$ cat config.mk
export PLATFORM = sky130hd
export DESIGN_NAME = ppt_pulse_sequencer
export DESIGN_NICKNAME = d
export VERILOG_FILES = /design/src/rtl/ppt_pkg.sv /design/src/rtl/ppt_channel_cmp.sv /design/src/rtl/ppt_pulse_sequencer.sv
export SDC_FILE = /design/constraint.sdc
export NUM_CORES = 1
export LEC_CHECK = 0
export ABC_AREA = 1
export BUFFER_PORTS_ARGS = -buffer_cell sky130_fd_sc_hd__buf_4
export CAP_MARGIN = 20
export CELL_PAD_IN_SITES_DETAIL_PLACEMENT = 1
export CELL_PAD_IN_SITES_GLOBAL_PLACEMENT = 2
export CORE_UTILIZATION = 33
export CTS_CLUSTER_SIZE = 30
export DETAILED_ROUTE_END_ITERATION = 8
export PLACE_DENSITY = 0.91
export SLEW_MARGIN = 20
export SYNTH_ARGS = -nofsm -noshare
export SYNTH_HDL_FRONTEND = slang
export SYNTH_SLANG_ARGS = --single-unit
$ cat constraint.sdc
create_clock -name clk -period 3.8 [get_ports clk]
set_clock_uncertainty 0.15 [all_clocks]
set_input_delay 0.76 -clock clk [delete_from_list [all_inputs] [get_ports clk]]
set_output_delay 0.76 -clock clk [all_outputs]
set_load 0.01 [all_outputs]
$ cat src/rtl/ppt_pkg.sv
// ppt_pkg: shared state type, default counter width and slice helper for the PPT pulse sequencer
package ppt_pkg;
   typedef enum logic [1:0] {ST_IDLE, ST_RUN, ST_DONE} ppt_state_t;
   localparam int PPT_CNT_W = 16;
   function automatic int ch_lsb(input int k, input int w);
      return k * w;
   endfunction
endpackage

$ cat src/rtl/ppt_channel_cmp.sv
// ppt_channel_cmp: per-channel window compare with registered pulse output
module ppt_channel_cmp import ppt_pkg::*; #(
   parameter int CNT_W = PPT_CNT_W
) (
   input  logic             clk,
   input  logic             rst,
   input  logic [CNT_W-1:0] counter,
   input  logic [CNT_W-1:0] delay,
   input  logic [CNT_W-1:0] width,
   input  logic [CNT_W-1:0] period,
   input  logic             en,
   input  logic             allow,
   output logic             act,
   output logic             pulse
);
   // widened sum so delay+width never wraps back into the window
   assign act = counter >= delay && {1'b0, counter} < {1'b0, delay} + {1'b0, width} && counter <= period;
   always_ff @(posedge clk)
      if (rst) pulse <= 1'b0;
      else pulse <= en && act && allow;
endmodule

$ cat src/rtl/ppt_pulse_sequencer.sv
// ppt_pulse_sequencer: multi-channel PPT pulse sequencer with shared period counter and burst mode.
// Define PPT_OVERLAP_LOCKOUT_EN to let only the lowest-index active channel drive in any cycle.
module ppt_pulse_sequencer import ppt_pkg::*; #(
   parameter int CNT_W  = PPT_CNT_W,
   parameter int NUM_CH = 2
) (
   input  logic                    clk,
   input  logic                    rst,
   input  logic                    run,
   input  logic [CNT_W-1:0]        period,
   input  logic [NUM_CH*CNT_W-1:0] width,
   input  logic [NUM_CH*CNT_W-1:0] delay,
   input  logic [CNT_W-1:0]        burst,
   output logic [NUM_CH-1:0]       pulse_out,
   output logic                    busy,
   output logic                    done,
   output logic [CNT_W-1:0]        periods
);
   ppt_state_t state, nxt;
   logic [CNT_W-1:0] counter, period_r, burst_r;
   logic [NUM_CH*CNT_W-1:0] width_r, delay_r;
   logic armed, wrap, last, stay;
   logic [NUM_CH-1:0] act, allow;

   assign wrap = counter == period_r;
   assign last = burst_r != '0 && {1'b0, periods} + (CNT_W+1)'(1) == {1'b0, burst_r};
   assign stay = state == ST_RUN && nxt == ST_RUN;

   // abort (run low) outranks the final wrap
   always_comb begin
      nxt = state;
      case (state)
         ST_IDLE: nxt = run && armed ? ST_RUN : ST_IDLE;
         ST_RUN:  nxt = !run ? ST_IDLE : (wrap && last ? ST_DONE : ST_RUN);
         ST_DONE: nxt = run ? ST_DONE : ST_IDLE;
         default: nxt = ST_IDLE;
      endcase
   end

`ifdef PPT_OVERLAP_LOCKOUT_EN
   logic seen;
   always_comb begin
      seen = 1'b0;
      allow = '0;
      for (int k = 0; k < NUM_CH; k++) begin
         allow[k] = !seen;
         seen = seen | act[k];
      end
   end
`else
   assign allow = '1;
`endif

   for (genvar k = 0; k < NUM_CH; k++) begin : g_ch
      ppt_channel_cmp #(.CNT_W(CNT_W)) u_cmp (
         .clk    (clk),
         .rst    (rst),
         .counter(counter),
         .delay  (delay_r[ch_lsb(k, CNT_W) +: CNT_W]),
         .width  (width_r[ch_lsb(k, CNT_W) +: CNT_W]),
         .period (period_r),
         .en     (stay),
         .allow  (allow[k]),
         .act    (act[k]),
         .pulse  (pulse_out[k])
      );
   end

   always_ff @(posedge clk)
      if (rst) begin
         state    <= ST_IDLE;
         counter  <= '0;
         periods  <= '0;
         busy     <= 1'b0;
         done     <= 1'b0;
         armed    <= 1'b1;
         period_r <= '0;
         burst_r  <= '0;
         width_r  <= '0;
         delay_r  <= '0;
      end else begin
         state   <= nxt;
         busy    <= nxt == ST_RUN;
         done    <= state == ST_RUN && nxt == ST_DONE;
         armed   <= !run ? 1'b1 : (nxt == ST_DONE ? 1'b0 : armed);
         counter <= stay ? (wrap ? '0 : counter + 1'b1) : '0;
         if (state == ST_IDLE) begin
            period_r <= period;
            burst_r  <= burst;
            width_r  <= width;
            delay_r  <= delay;
         end
         if (state == ST_IDLE && nxt == ST_RUN) periods <= '0;
         else if (state == ST_RUN && nxt != ST_IDLE && wrap && periods != '1) periods <= periods + 1'b1;
      end
endmodule
Word level (Yosys, flattened, before mapping)
Index checks and enable logic that the tools add are counted.
{"block": "op_classes", "addsub": 5, "n_mul": 0, "n_div": 0, "order_cmp": 5, "n_eq_ne": 7, "n_shift": 0, "n_mux": 5, "bitwise": 2, "n_reduce_logical": 21}
{"cell": "$add 16x16->17", "n": 2}
{"cell": "$lt 16x17->1", "n": 2}
{"cell": "$add 16x1->16 const B", "n": 2}
{"cell": "$ge 16x16->1", "n": 2}
{"cell": "$add 16x1->17 const B", "n": 1}
{"cell": "$eq 17x16->1", "n": 1}
{"cell": "$eq 16x16->1", "n": 1}
{"cell": "$le 16x16->1", "n": 1}
{"cell": "$ne 16x16->1 const B", "n": 1}
{"cell": "$reduce_bool 16->1", "n": 1}
{"cell": "$logic_and 1x1->1", "n": 15}
{"cell": "$mux 2", "n": 3}
{"cell": "$pmux 2 s3", "n": 1}
{"cell": "$eq 2x1->1 const B", "n": 2}
{"cell": "$eq 2x2->1 const B", "n": 2}
{"cell": "$reduce_or 2->1", "n": 2}
{"cell": "$reduce_or 3->1", "n": 1}
{"cell": "$logic_not 2->1", "n": 1}
{"cell": "$not 1->1", "n": 2}
{"cell": "$reduce_bool 2->1", "n": 1}
{"cell": "$mux 1", "n": 1}
{"block": "word_totals", "reg_bits": 135, "latchBits": 0, "ram_bits": 0, "romBits": 0, "inputBits": 99, "word_cells": 57, "memories": 0}

Longest topological paths before layout
Gate-level depths: netlist of run 1.
{"block": "logic_depth", "ltp_word": 11, "mapped_depth": 20}

Cells and area by module
A second synthesis of run 1 with hierarchy kept.
{"block": "hier_totals", "hier_cells": 1423, "area_unflattened_um2": 9735.6}
{"module": "ppt_pulse_sequencer", "n_inst": 1, "cells_per_inst": 835, "area_each_um2": 5851.9, "seq_area_each_um2": 2662.6}
{"module": "ppt_channel_cmp at g_ch[1].u_cmp", "n_inst": 1, "cells_per_inst": 292, "area_each_um2": 1978.1, "seq_area_each_um2": 20.0}
{"module": "ppt_channel_cmp at g_ch[0].u_cmp", "n_inst": 1, "cells_per_inst": 296, "area_each_um2": 1905.6, "seq_area_each_um2": 20.0}

Worst setup path before layout of run 1
OpenSTA, ideal clock, no wires.
{"block": "synth_timing", "path_type": "reg2reg", "startpoint": "register delay_r[0]", "endpoint": "register g_ch[0].u_cmp.pulse", "arrival_ps": 2644, "slack_ps": 893, "stages_incl_launch_ff": 19, "path_buffers": 0, "period_less_slack_ps": 2907, "cell_sequence": "dfxtp_1 > ha_1 > fa_1 > nand3_1 > nand3_1 > nand2_1 > nand3_1 > nand3_1 > nand2_1 > a21boi_0 > xor2_1 > ha_1 > inv_1 > nor3_1 > a211oi_1 > nor3_1 > nor2_1 > nand4_1 > nor2_1"}
{"block": "synth_via", "elab_chain_cells": 5, "elab_cells_between_ends": 6, "cone_classes": "add/sub: 1; order compare: 2; reduce/logical: 3"}
{"item": "start, declared", "line": "ppt_pulse_sequencer.sv:21", "rtl": "logic [NUM_CH*CNT_W-1:0] width_r, delay_r;"}
{"item": "start signal, assigned", "line": "ppt_pulse_sequencer.sv:91", "rtl": "delay_r <= delay;"}
{"item": "$add 16x16->17", "line": "ppt_channel_cmp.sv:17", "rtl": "assign act = counter >= delay && {1'b0, counter} < {1'b0, delay} + {1'b0, width} && counter <= period;"}
{"item": "$lt 16x17->1", "line": "ppt_channel_cmp.sv:17"}
{"item": "$logic_and 1x1->1 * (2 in a row)", "line": "ppt_channel_cmp.sv:17"}
{"item": "$logic_and 1x1->1 *", "line": "ppt_channel_cmp.sv:20", "rtl": "else pulse <= en && act && allow;"}
{"item": "end signal, assigned", "line": "ppt_channel_cmp.sv:20"}
{"item": "end, declared", "line": "ppt_channel_cmp.sv:14", "rtl": "output logic pulse"}
Every way passes the cells marked *; elsewhere a longest branch is shown, timed or not.
A chain may end at the register's enable or synchronous reset.

Worst setup path in the final report of run 1
{"block": "layout_timing", "startpoint": "register delay_r[18]", "endpoint": "register g_ch[1].u_cmp.pulse"}
{"block": "layout_via", "elab_chain_cells": 5, "elab_cells_between_ends": 6, "cone_classes": "add/sub: 1; order compare: 2; reduce/logical: 3"}
{"item": "$add 16x16->17", "line": "ppt_channel_cmp.sv:17"}
{"item": "$lt 16x17->1", "line": "ppt_channel_cmp.sv:17"}
{"item": "$logic_and 1x1->1 * (2 in a row)", "line": "ppt_channel_cmp.sv:17"}
{"item": "$logic_and 1x1->1 *", "line": "ppt_channel_cmp.sv:20"}
{"item": "end signal, assigned", "line": "ppt_channel_cmp.sv:20"}
{"item": "end, declared", "line": "ppt_channel_cmp.sv:14"}
Marked as above.

==> results of run 1 <==
-- synthesized netlist by cell type --
master      n  area share
nand2_1   204       0.086
nor2_1    145       0.061
a21oi_1   143       0.080
inv_1     141       0.059
dfxtp_1   135        0.30
o21ai_0   123       0.069
ha_1      112        0.16
nand3_1    79       0.044
clkbuf_1   32       0.013
nand4_1    25       0.017
xnor2_1    24       0.024
xor2_1     20       0.020
nor3_1     17      0.0095
nor2_2     12      0.0084
nand3_2     7      0.0078
a211oi_1    4      0.0034
a21boi_0    4      0.0034
nor2_4      4      0.0050
a21o_1      3      0.0025
o21bai_1    3      0.0025
buf_2       2      0.0011
buf_4       2      0.0017
fa_1        2      0.0045
nand2_2     2      0.0014
nand3b_1    2      0.0017
o211ai_1    2      0.0017
buf_12      1      0.0022
buf_6       1      0.0013
clkinv_1    1     0.00042
clkinv_2    1     0.00056
nand2_4     1      0.0013
nand4_4     1      0.0024
nor3b_1     1     0.00084
nor4_1      1     0.00070
o21a_1      1     0.00084
o21ai_1     1     0.00056
o21bai_2    1      0.0013
o221ai_1    1     0.00098
-- final cells by class --
cell class	instances	area, um2	share of cell area
Clock buffer	18	439	0.0406
Clock inverter	14	198	0.0183
Inverter	143	541	0.0500
Multi-Input combinational cell	945	5520	0.511
Sequential cell	135	2700	0.250
Tap cell	335	419	0.0388
Timing Repair Buffer	130	988	0.0914
-- kinds of logic after synthesis --
family	count (synthesis)	share of synthesized area
AO/OA/AOI/OAI	286	0.166
adder cells (fa/ha/maj)	114	0.161
AND/OR/NAND/NOR	501	0.247
buffers and inverters	181	0.0799
XOR/XNOR	44	0.0431
flip-flops	135	0.302
-- path summary, 6_finish.rpt --
path | startpoint | end | slack, ns | cells after the start
worst min register to register | period_r[10]$_SDFFE_PP0N_ | period_r[10]$_SDFFE_PP0N_ | 0.31 | 2
worst min-delay path | period_r[10]$_SDFFE_PP0N_ | period_r[10]$_SDFFE_PP0N_ | 0.31 | 2
worst max-delay path | delay_r[18]$_SDFFE_PP0N_ | g_ch[1].u_cmp.pulse$_SDFF_PP0_ | 0.40 | 16
worst max register to register | delay_r[18]$_SDFFE_PP0N_ | g_ch[1].u_cmp.pulse$_SDFF_PP0_ | 0.40 | 16
-- layer usage --
metal  wire length [um]  global-route usage  part of all wire
met4                314              0.0487             0.011
met2              13400               0.360              0.49
met3                698              0.0304             0.025
met5                  0                   0                 0
met1              13200               0.263              0.48
-- where the power goes --
part           total (uW)  switching, uW  internal [uW]
Clock                1820            696           1120
Combinational         786            471            315
Sequential           1550           52.5           1500
-- critical path: stages (launching register included) --
cell and delay, ns:
dfxtp_1 0.33, ha_1 0.37, a21oi_1 0.17, nand2_1 0.10, a21boi_0 0.34, o21ai_0 0.23
a21boi_0 0.35, o21ai_0 0.16, xnor2_1 0.15, ha_1 0.27, inv_1 0.04, nor3_1 0.18
a211oi_1 0.08, nor3_1 0.18, nor2_1 0.06, nand4_1 0.08, nor2_1 0.04
-- flip-flops by register name, indices dropped and copies added, names as in the netlist --
name / count
delay_r: 32
width_r: 32
burst_r: 16
counter: 16
period_r: 16
periods: 16
g_ch.u_cmp.pulse: 2
state: 2
armed: 1
busy: 1
done: 1
-- cells in the final DEF, fill, tap and decap left out, types with 3 or more instances in the layout --
cell        netlist  layout
nand2_1         204     204
nor2_1          145     144
a21oi_1         143     143
inv_1           141     140
dfxtp_1         135     135
buf_4             2     129
o21ai_0         123     123
ha_1            112     112
nand3_1          79      79
nand4_1          25      25
xnor2_1          24      24
xor2_1           20      20
nor3_1           17      17
clkbuf_16         0      17
nor2_2           12      13
nand3_2           7       7
clkinvlp_4        0       5
a21boi_0          4       4
nor2_4            4       4
a211oi_1          4       4
bufinv_16         0       4
o21bai_1          3       3
a21o_1            3       3
-- metrics by stage --
stage / util / cells / total power, uW
after floorplan: - / 1261 / 2100
after global placement: 0.387 / 1688 / 2340
after detailed placement: 0.387 / 1688 / 2370
after CTS: 0.411 / 1720 / 4200
after global routing: 0.411 / 1720 / 4380
final: 0.411 / 1720 / 4160
==> summary.md, run 1 <==
| Metric | Value |
|---|---|
| # Post-CTS Setup Buffers | 0 |
| Synth Cell Area | 0.00894 mm2 |
| CTS max path bufs | 2 |
| CTS root buf | clkbuf_16 |
| Row cnt | 59 |
| Max Slew Vio Count | 0 |
| CP arrival | 3.56 ns |
| DRC violations left | 7 |
| Initial antenna violation count | 0 |
| Final setup violation count | 0 |
| Worst-margin pin slew | 0.758 ns |
| Die width | 167 um |
| PortBufs | about 120 |
| Static Leak | 0.00499 uW |
| Hold Path Class | register to register |
| Die area | roughly 0.028 mm2 |
| Cts repair resizes | 0 |
| Worst setup SP type | register |
| Final TNS setup | 0 ns |
| Die Y-Extent | 167 um |
| Final hold violation count | 0 |
| Fin crit share | 0.895 |
| Cell count after synthesis | 1261 |
| Synth warn | 0 |
| First-pass GRT wire length | 45300 um |
| Vias in the first global route | 8962 |
| CTS Hold Buffers Added | 0 |
| Gpl congestion | between 0.8 and 0.9 |
| Final nets | 1585 |
| Failing checks | DRC |
| Vias per cell | 5.04 |
| Core area | 0.0263 mm2 |
| Clock-pin slew on the worst setup and hold paths | 0.06 ns |
| CTS tree | built |
| Initial core utilization | 0.340 |
| H-tree depth | 4 |
| Routed len/inst | 16.0 um |
| Total GRT Usage | 0.205 |
| Fillers | ~3300 |
| Clock Latency Late Sink | between 0.4 and 0.5 ns |
| DP Worst Slack | between 0.5 and 0.6 ns |
| Worst-path fanout max | 4 |
| Post-synth cell types | 38 |
| RSZ-0062 raised after global routing | false |
| Layout overhead on the synthesized area | 21.0% |
| Post-synthesis average cell area | 7.09 um2 |
| Synth Net Count | 1474 |
| Status | finished, violations left |
| GRT overflow | 0 |
| Max_cap viols | 0 |
| Max Clock Freq | 294 MHz |
| Max IR drop VDD | 0.315 mV |
| WS Path Type | register to register |
| Via count | 8672 |
| Pin count of the biggest net entering global routing | 97 |
| Post-route minimum period | roughly 3.4 ns |
| Register area share after synthesis | 0.302 |
| Ant. Diodes | 0 |
| Share of layout cells above drive strength 1 | 0.140 |
| Relative slew margins | 0.493 |
| Iteration-0 DRC Markers | approximately 460 |
| Top Ports | 119 |
| CTS sink cnt | 135 |
| Setup ws final | 0.399 ns |
| Post-route cell area | 0.0108 mm2 |
| CTS Buf Count | 17 |
| Routed Antenna Nets | 0 |
| DP HPWL | about 21000 um |
| Placement-stage cell area | 0.0102 mm2 |
| Worst EP required | 3.96 ns |
| WHS | 0.309 ns |
| Crit. End Element | register |
| Detailed Routing Iterations Pass 1 | 7 |
| Post-synthesis register bit count | roughly 140 |
| Routed wire length | approximately 28000 um |
| Pwr/cell area | 384 mW/mm2 |
(Power assumes the default switching activity.)
==> run 2, diff against run 1 <==
SYNTH_HIERARCHICAL = 1   (was default)
==> run 2 against run 1 <==
  * Critical path type unchanged
  * Highest routed layer unchanged
  * Register-to-register slack improved by 0.15 ns
  * Critical path depth is 5 higher
  * First-iteration DRC count fell by 27%
  * Setup slack improved by 0.15 ns
  * Cell count rose by 12%
  * Final area grew 7.5%
  * The flow now finishes without violations
==> summary.md, run 2 <==
| Metric | Value |
|---|---|
| Post-synthesis average cell area | 6.85 um2 (-3.4%) |
| CP Cell Sequence | ha_1 -> fa_1 -> nand3_1 -> nand2_2 -> a21oi_4 -> o21ai_4 -> a21boi_4 -> o21ai_2 -> xnor2_1 -> ha_1 -> inv_1 -> nor3_1 -> nand2_1 -> nand2_1 -> nand2_1 -> nand2_1 -> nand2_1 -> nand2_1 -> nand2_1 -> nand3_2 -> nor2_2 |
| CTS max path bufs | 2 (unchanged) |
| Routed wire length | 29800 um (+8.1%) |
| Worst-path fanout max | 3 (-1) |
| Switching fraction of total power | 0.312 (+0.0187) |
| Row cnt | 62 (+5.1%) |
| Int Pwr | 2810 uW (-4.5%) |
| Routed len/inst | 15.4 um (-3.8%) |
| Worst EP required | 3.97 ns (about the same) |
| CTS tree | built |
| Relative slew margins | 0.425 (-0.0688) |
| Gpl congestion | 0.861 (-0.76%) |
| Final setup violation count | 0 (unchanged) |
| Worst-margin pin slew | 0.863 ns (+0.105 ns) |
| Logic pwr share | 0.212 (+0.023) |
| Pin count of the biggest net entering global routing | 89 (-8.2%) |
| Worst R2R Start | width_r[16]$_SDFFE_PP0N_ |
| Total GRT Usage | 0.202 (-0.00266) |
| Critical-path top delay cell | fa_1 |
| Pwr/cell area | 351 mW/mm2 (-8.7%) |
| PortBufs | 118 (unchanged) |
| Cell count after synthesis | 1421 (+13%) |
| M2 GR Usage | 0.366 (+0.00603) |
| Clock Latency Late Sink | 0.43 ns (about the same) |
| Final nets | 1765 (+11%) |
| Critical path launch point | width_r[16]$_SDFFE_PP0N_ |
| Via count | 9550 (+10%) |
| Largest registers | delay_r: 32 flops, width_r: 32 flops |
| CTS Hold Buffers Added | 0 (unchanged) |
| Detailed Routing Iterations Pass 1 | 4 (-3) |
| WP depth | 21 (+5) |
| Core area | 0.0289 mm2 (+9.8%) |
| Crit. End Element | register |
| Max Clock Freq | 308 MHz (+4.7%) |
| Inst Count DP | 1901 (+13%) |
| GRT overflow | 0 (unchanged) |
| GRT Max-Usage Layer | met2 |
| Layout overhead on the synthesized area | 19.5% |
| Placement-stage cell area | 0.0111 mm2 (+8.7%) |
| CP delay by family, top | adder cells |
| Initial core utilization | 0.337 (-0.00302) |
| Final TNS setup | 0 ns (unchanged) |
| Clock power frac | 0.402 (-0.035) |
| CTS Buf Count | 17 (unchanged) |
| Max Slew Vio Count | 0 (unchanged) |
| Cts repair resizes | 0 (unchanged) |
| Clock-pin slew on the worst setup and hold paths | 0.06 ns (about the same) |
| CTS root buf | clkbuf_16 |
| Synth warn | 6 (+6) |
| DRC violations left | 0 (-7) |
| Die area | 0.0302 mm2 (+8.7%) |
| Routed Antenna Nets | 0 (unchanged) |
| First-pass GRT wire length | 49200 um (+8.5%) |
| Final hold violation count | 0 (unchanged) |
| Most common cell after layout, fill and taps aside | nand2_1 |
| Status | finished clean |
| Fin crit share | 0.855 (-0.0404) |
| R2r setup slk | 0.55 ns (+0.15 ns) |
| Met1 Use GR | 0.250 (-0.0127) |
| WS Path Type | register to register |
| Most frequent cells in the layout | nand2_1 (274), nor2_1 (218), inv_1 (179) |
| Die width | 174 um (+4.3%) |
| CP arrival | 3.42 ns (-0.14 ns) |
| H-tree depth | 4 (unchanged) |
| WP buf/inv | 1 (unchanged) |
| DP HPWL | 22700 um (+8.1%) |
| Static Leak | 0.00547 uW (+9.8%) |
| # Post-CTS Setup Buffers | 0 (unchanged) |
| Critical Path End | g_ch[1].u_cmp/pulse$_SDFF_PP0_ |
| Switch Pwr | 1270 uW (+4.4%) |
| Top Ports | 119 (unchanged) |
| Max IR drop VDD | 0.305 mV (-3.1%) |
| Die Y-Extent | 174 um (+4.3%) |
| RSZ-0062 raised after global routing | false |
| Worst stage delay on the critical path | 0.41 ns (+0.04 ns) |
| Critical R2R Capture | g_ch[1].u_cmp/pulse$_SDFF_PP0_ |
| Vias per cell | 4.94 (-2.0%) |
| Max_cap viols | 0 (unchanged) |
| Synth Cell Area | 0.00973 mm2 (+8.8%) |
| CP dominant cell by count | nand2_1 |
| Worst setup SP type | register |
| R2R cell count | 21 (+5) |
| Sequential power share | 0.386 (+0.012) |
| Iteration-0 DRC Markers | 336 (-27%) |
| Post-route cell area | 0.0116 mm2 (+7.5%) |
| Global routing usage on met3 | 0.0248 (-0.00564) |
| CTS sink cnt | 135 (unchanged) |
| Non-Filler Instances | 1933 (+12%) |
| Post-route minimum period | 3.25 ns (-0.154 ns) |
| Hold Path Class | register to register |
| Initial antenna violation count | 1 (+1) |
| Share of layout cells above drive strength 1 | 0.138 (-0.00183) |
| Vias in the first global route | 9840 (+9.8%) |
==> run 2: cell type report <==
| class | instances | area [um2] |
|---|---|---|
| Clock buffer | 18 | 429 |
| Antenna cell | 1 | 2.50 |
| Tap cell | 384 | 480 |
| Clock inverter | 13 | 134 |
| Multi-Input combinational cell | 1069 | 6200 |
| Sequential cell | 135 | 2700 |
| Timing Repair Buffer | 129 | 981 |
| Fill cell | 3749 | 17200 |
| Inverter | 184 | 697 |
==> run 2: worst min-delay path, delay by kind of cell, from the launching register on <==
family | cells | cell delay [ns]
AND/OR/NAND/NOR | 2 | 0.10
flip-flops | 1 | 0.31
==> run 2: power by group through the flow <==
stage          sequential, uW  combinational [uW]  clock (uW)
6_report                 1570                 866        1640
5_1_grt                  1580                 984        1750
4_1_cts                  1570                 875        1690
3_5_place_dp             1600                 864           0
3_3_place_gp             1600                 833           0
2_1_floorplan            1580                 597           0
==> run 2: metrics by stage <==
step                      hold WS [ns]  setup WS [ns]  power, uW   util
after detailed placement         0.293          0.571       2470  0.383
after global placement           0.282          0.749       2430  0.383
final                            0.301          0.552       4080  0.403
after CTS                        0.305          0.561       4140  0.403
after floorplan                  0.270          0.934       2180      -
after global routing             0.339          0.383       4320  0.403
==> run 2: routing by layer <==
metal	up-vias	routed length, um
met3	27	656
met2	125	14800
met1	4557	13900
li1	4841	-
met4	0	483
met5	-	0
==> run 2: worst min-delay path by stage <==
stage	start	end	cells past startpoint
floorplan	armed$_SDFFE_PP1N_	armed$_SDFFE_PP1N_	2
global placement	armed$_SDFFE_PP1N_	armed$_SDFFE_PP1N_	2
detailed placement	armed$_SDFFE_PP1N_	armed$_SDFFE_PP1N_	2
CTS	armed$_SDFFE_PP1N_	armed$_SDFFE_PP1N_	2
global route	armed$_SDFFE_PP1N_	armed$_SDFFE_PP1N_	2
finish	armed$_SDFFE_PP1N_	armed$_SDFFE_PP1N_	2
==> run 3, diff against run 2 <==
==> constraint.sdc (replaced) <==
create_clock -name clk -period 3.8 [get_ports clk]
set_clock_uncertainty 0.15 [all_clocks]
set_input_delay 0.19 -clock clk [delete_from_list [all_inputs] [get_ports clk]]
set_output_delay 0.19 -clock clk [all_outputs]
set_load 0.01 [all_outputs]
==> run 3 against run 2 <==
  * Critical path depth unchanged
  * Non-clock buffer count increased by 98
  * Final area increased by 8.2%
  * Register-to-register slack improved by 0.06 ns
  * Clock power about the same
  * Clock-buffer cell count increased by 1
  * Total power increased by 1.8%
  * Largest power group unchanged
==> summary.md, run 3 (same netlist as run 2, synthesis figures left out) <==
| Metric | Value |
|---|---|
| GRT overflow | 0 (unchanged) |
| Vias per cell | 4.89 (-1.1%) |
| Final core utilization | 0.436 (+0.0332) |
| Max IR drop VDD | 0.289 mV (-5.5%) |
| Static Leak | 0.00587 uW (+7.2%) |
| R2R cell count | 21 (unchanged) |
| Worst R2R Start | delay_r[16]$_SDFFE_PP0N_ |
| Relative slew margins | 0.418 (-0.00627) |
| Detailed Routing Iterations Pass 1 | 7 (+3) |
| Gpl congestion | 0.839 (-2.6%) |
| Cts repair resizes | 0 (unchanged) |
| Routed wire length | 31200 um (+4.5%) |
| Final TNS setup | 0 ns (unchanged) |
| Die width | 174 um (unchanged) |
| PortBufs | 118 (unchanged) |
| Clock-pin slew on the worst setup and hold paths | 0.07 ns (about the same) |
| First-pass GRT wire length | 51800 um (+5.4%) |
| Critical path launch point | delay_r[16]$_SDFFE_PP0N_ |
| Ant. Diodes | 0 (-1) |
| Worst EP required | 3.98 ns (about the same) |
| Max Clock Freq | 314 MHz (+1.9%) |
| Layout overhead on the synthesized area | 29.3% |
| Crit. End Element | register |
| Die Y-Extent | 174 um (unchanged) |
| Max Slew Vio Count | 0 (unchanged) |
| R2r setup slk | 0.61 ns (+0.06 ns) |
| DRC violations left | 0 (unchanged) |
| CTS tree | built |
| Initial antenna violation count | 0 (-1) |
| Largest registers | delay_r: 32 flops, width_r: 32 flops |
| Top Ports | 119 (unchanged) |
| Share of layout cells above drive strength 1 | 0.131 (-0.00770) |
| WS Path Type | register to register |
| Clock Latency Late Sink | 0.43 ns (about the same) |
| Global routing usage on met3 | 0.0309 (+0.00614) |
| Placement-stage cell area | 0.0111 mm2 (about the same) |
| Max_cap viols | 0 (unchanged) |
| DP HPWL | 22600 um (-0.32%) |
| Initial core utilization | 0.337 (unchanged) |
| Core area | 0.0289 mm2 (unchanged) |
| CTS Buf Count | 17 (unchanged) |
| # Post-CTS Setup Buffers | 0 (unchanged) |
| Pwr/cell area | 330 mW/mm2 (-6.0%) |
| Iteration-0 DRC Markers | 389 (+16%) |
| CTS max path bufs | 2 (unchanged) |
| Final hold violation count | 0 (unchanged) |
| Most common cell after layout, fill and taps aside | nand2_1 |
| Critical Path End | g_ch[1].u_cmp/pulse$_SDFF_PP0_ |
| Setup ws final | 0.612 ns (+0.0600 ns) |
| Worst setup SP type | register |
| M2 GR Usage | 0.384 (+0.0172) |
| Via count | 9925 (+3.9%) |
| Worst-path fanout max | 3 (unchanged) |
| CTS root buf | clkbuf_16 |
| Design Power | 4150 uW (+1.8%) |
| Fin crit share | 0.839 (-0.0158) |
| Total GRT Usage | 0.213 (+0.0107) |
| Most frequent cells in the layout | nand2_1 (274), nor2_1 (218), inv_1 (179) |
| Hold Path Class | primary input to register |
| RSZ-0062 raised after global routing | false |
| Pin count of the biggest net entering global routing | 87 (-2.2%) |
| DP Worst Slack | 0.624 ns (+0.0530 ns) |
| Die area | 0.0302 mm2 (unchanged) |
| CTS sink cnt | 135 (unchanged) |
| Post-route minimum period | 3.19 ns (-0.0600 ns) |
| Final setup violation count | 0 (unchanged) |
| Worst-margin pin slew | 0.872 ns (+0.00940 ns) |
| Final nets | 1863 (+5.6%) |
| Post-route cell area | 0.0126 mm2 (+8.2%) |
| Critical R2R Capture | g_ch[1].u_cmp/pulse$_SDFF_PP0_ |
| Routed Antenna Nets | 0 (unchanged) |
| H-tree depth | 4 (unchanged) |
| Routed len/inst | 15.4 um (-0.53%) |
| Met1 Use GR | 0.260 (+0.0104) |
| GRT Max-Usage Layer | met2 |
| Vias in the first global route | 10500 (+6.3%) |
| Row cnt | 62 (unchanged) |
| Status | finished clean |
| CP arrival | 3.37 ns (-0.05 ns) |
## run 3: cell type report
cell class              instances  area (um2)
repair buffers                227        1950
clock inverters                13         125
flip-flops and latches        135        2700
inverters                     184         697
fillers                      3710       16300
well taps                     384         480
multi-input cells            1069        6200
clock buffers                  19         433
## run 3: metal layers
layer	part of all wire	vias up	wire, um
met3	0.024	30	762
met4	0.020	0	621
li1	-	5046	-
met5	0	-	0
met1	0.46	4703	14400
met2	0.50	146	15400
## run 3: worst min path at each step
stage | slack [ns] | from | end | cells after the start
2_1_floorplan | 0.11 | rst | busy$_SDFF_PP0_ | 1
3_3_place_gp | 0.26 | delay[10] | delay_r[10]$_SDFFE_PP0N_ | 3
3_5_place_dp | 0.27 | rst | state[0]$_SDFF_PP0_ | 2
4_1_cts | 0.002 | burst[14] | burst_r[14]$_SDFFE_PP0N_ | 3
5_1_grt | 0.03 | burst[14] | burst_r[14]$_SDFFE_PP0N_ | 3
6_report | 0.006 | burst[14] | burst_r[14]$_SDFFE_PP0N_ | 3
## run 3: stage by stage
stage / cells / hold WS (ns)
after floorplan: 1422 / 0.109
after global placement: 1902 / 0.261
after detailed placement: 1902 / 0.266
after CTS: 2031 / 0.00235
after global routing: 2031 / 0.0341
final: 2031 / 0.00623
## run 3: repair_timing
item | 4_1_cts | 5_1_grt
endpoints found under the setup margin | 0 | 0
hold endpoints to repair | 99 | 0
hold buffers | 97 | 0
## run 3: critical path, cell delays in order (launching register included)
cell      delay (ns)
dfxtp_1         0.33
ha_1            0.24
fa_1            0.41
nand3_1         0.11
nand2_2         0.10
a21oi_4         0.21
o21ai_4         0.10
a21boi_4        0.16
o21ai_2         0.07
xnor2_1         0.14
ha_1            0.30
inv_1           0.07
nor3_1          0.20
nand2_1         0.09
nand2_1         0.07
nand2_1         0.05
nand2_1         0.05
nand2_1         0.04
nand2_1         0.05
nand2_1         0.06
nand3_2         0.07
nor2_2          0.03
## run 3: power breakdown
| part | leakage (uW) | total, uW | internal, uW | switching (uW) |
|---|---|---|---|---|
| sequential | 0.00112 | 1570 | 1500 | 70.9 |
| clock | 0.000257 | 1630 | 908 | 723 |
| combinational | 0.00449 | 947 | 409 | 538 |
| total | 0.00587 | 4150 | 2820 | 1330 |
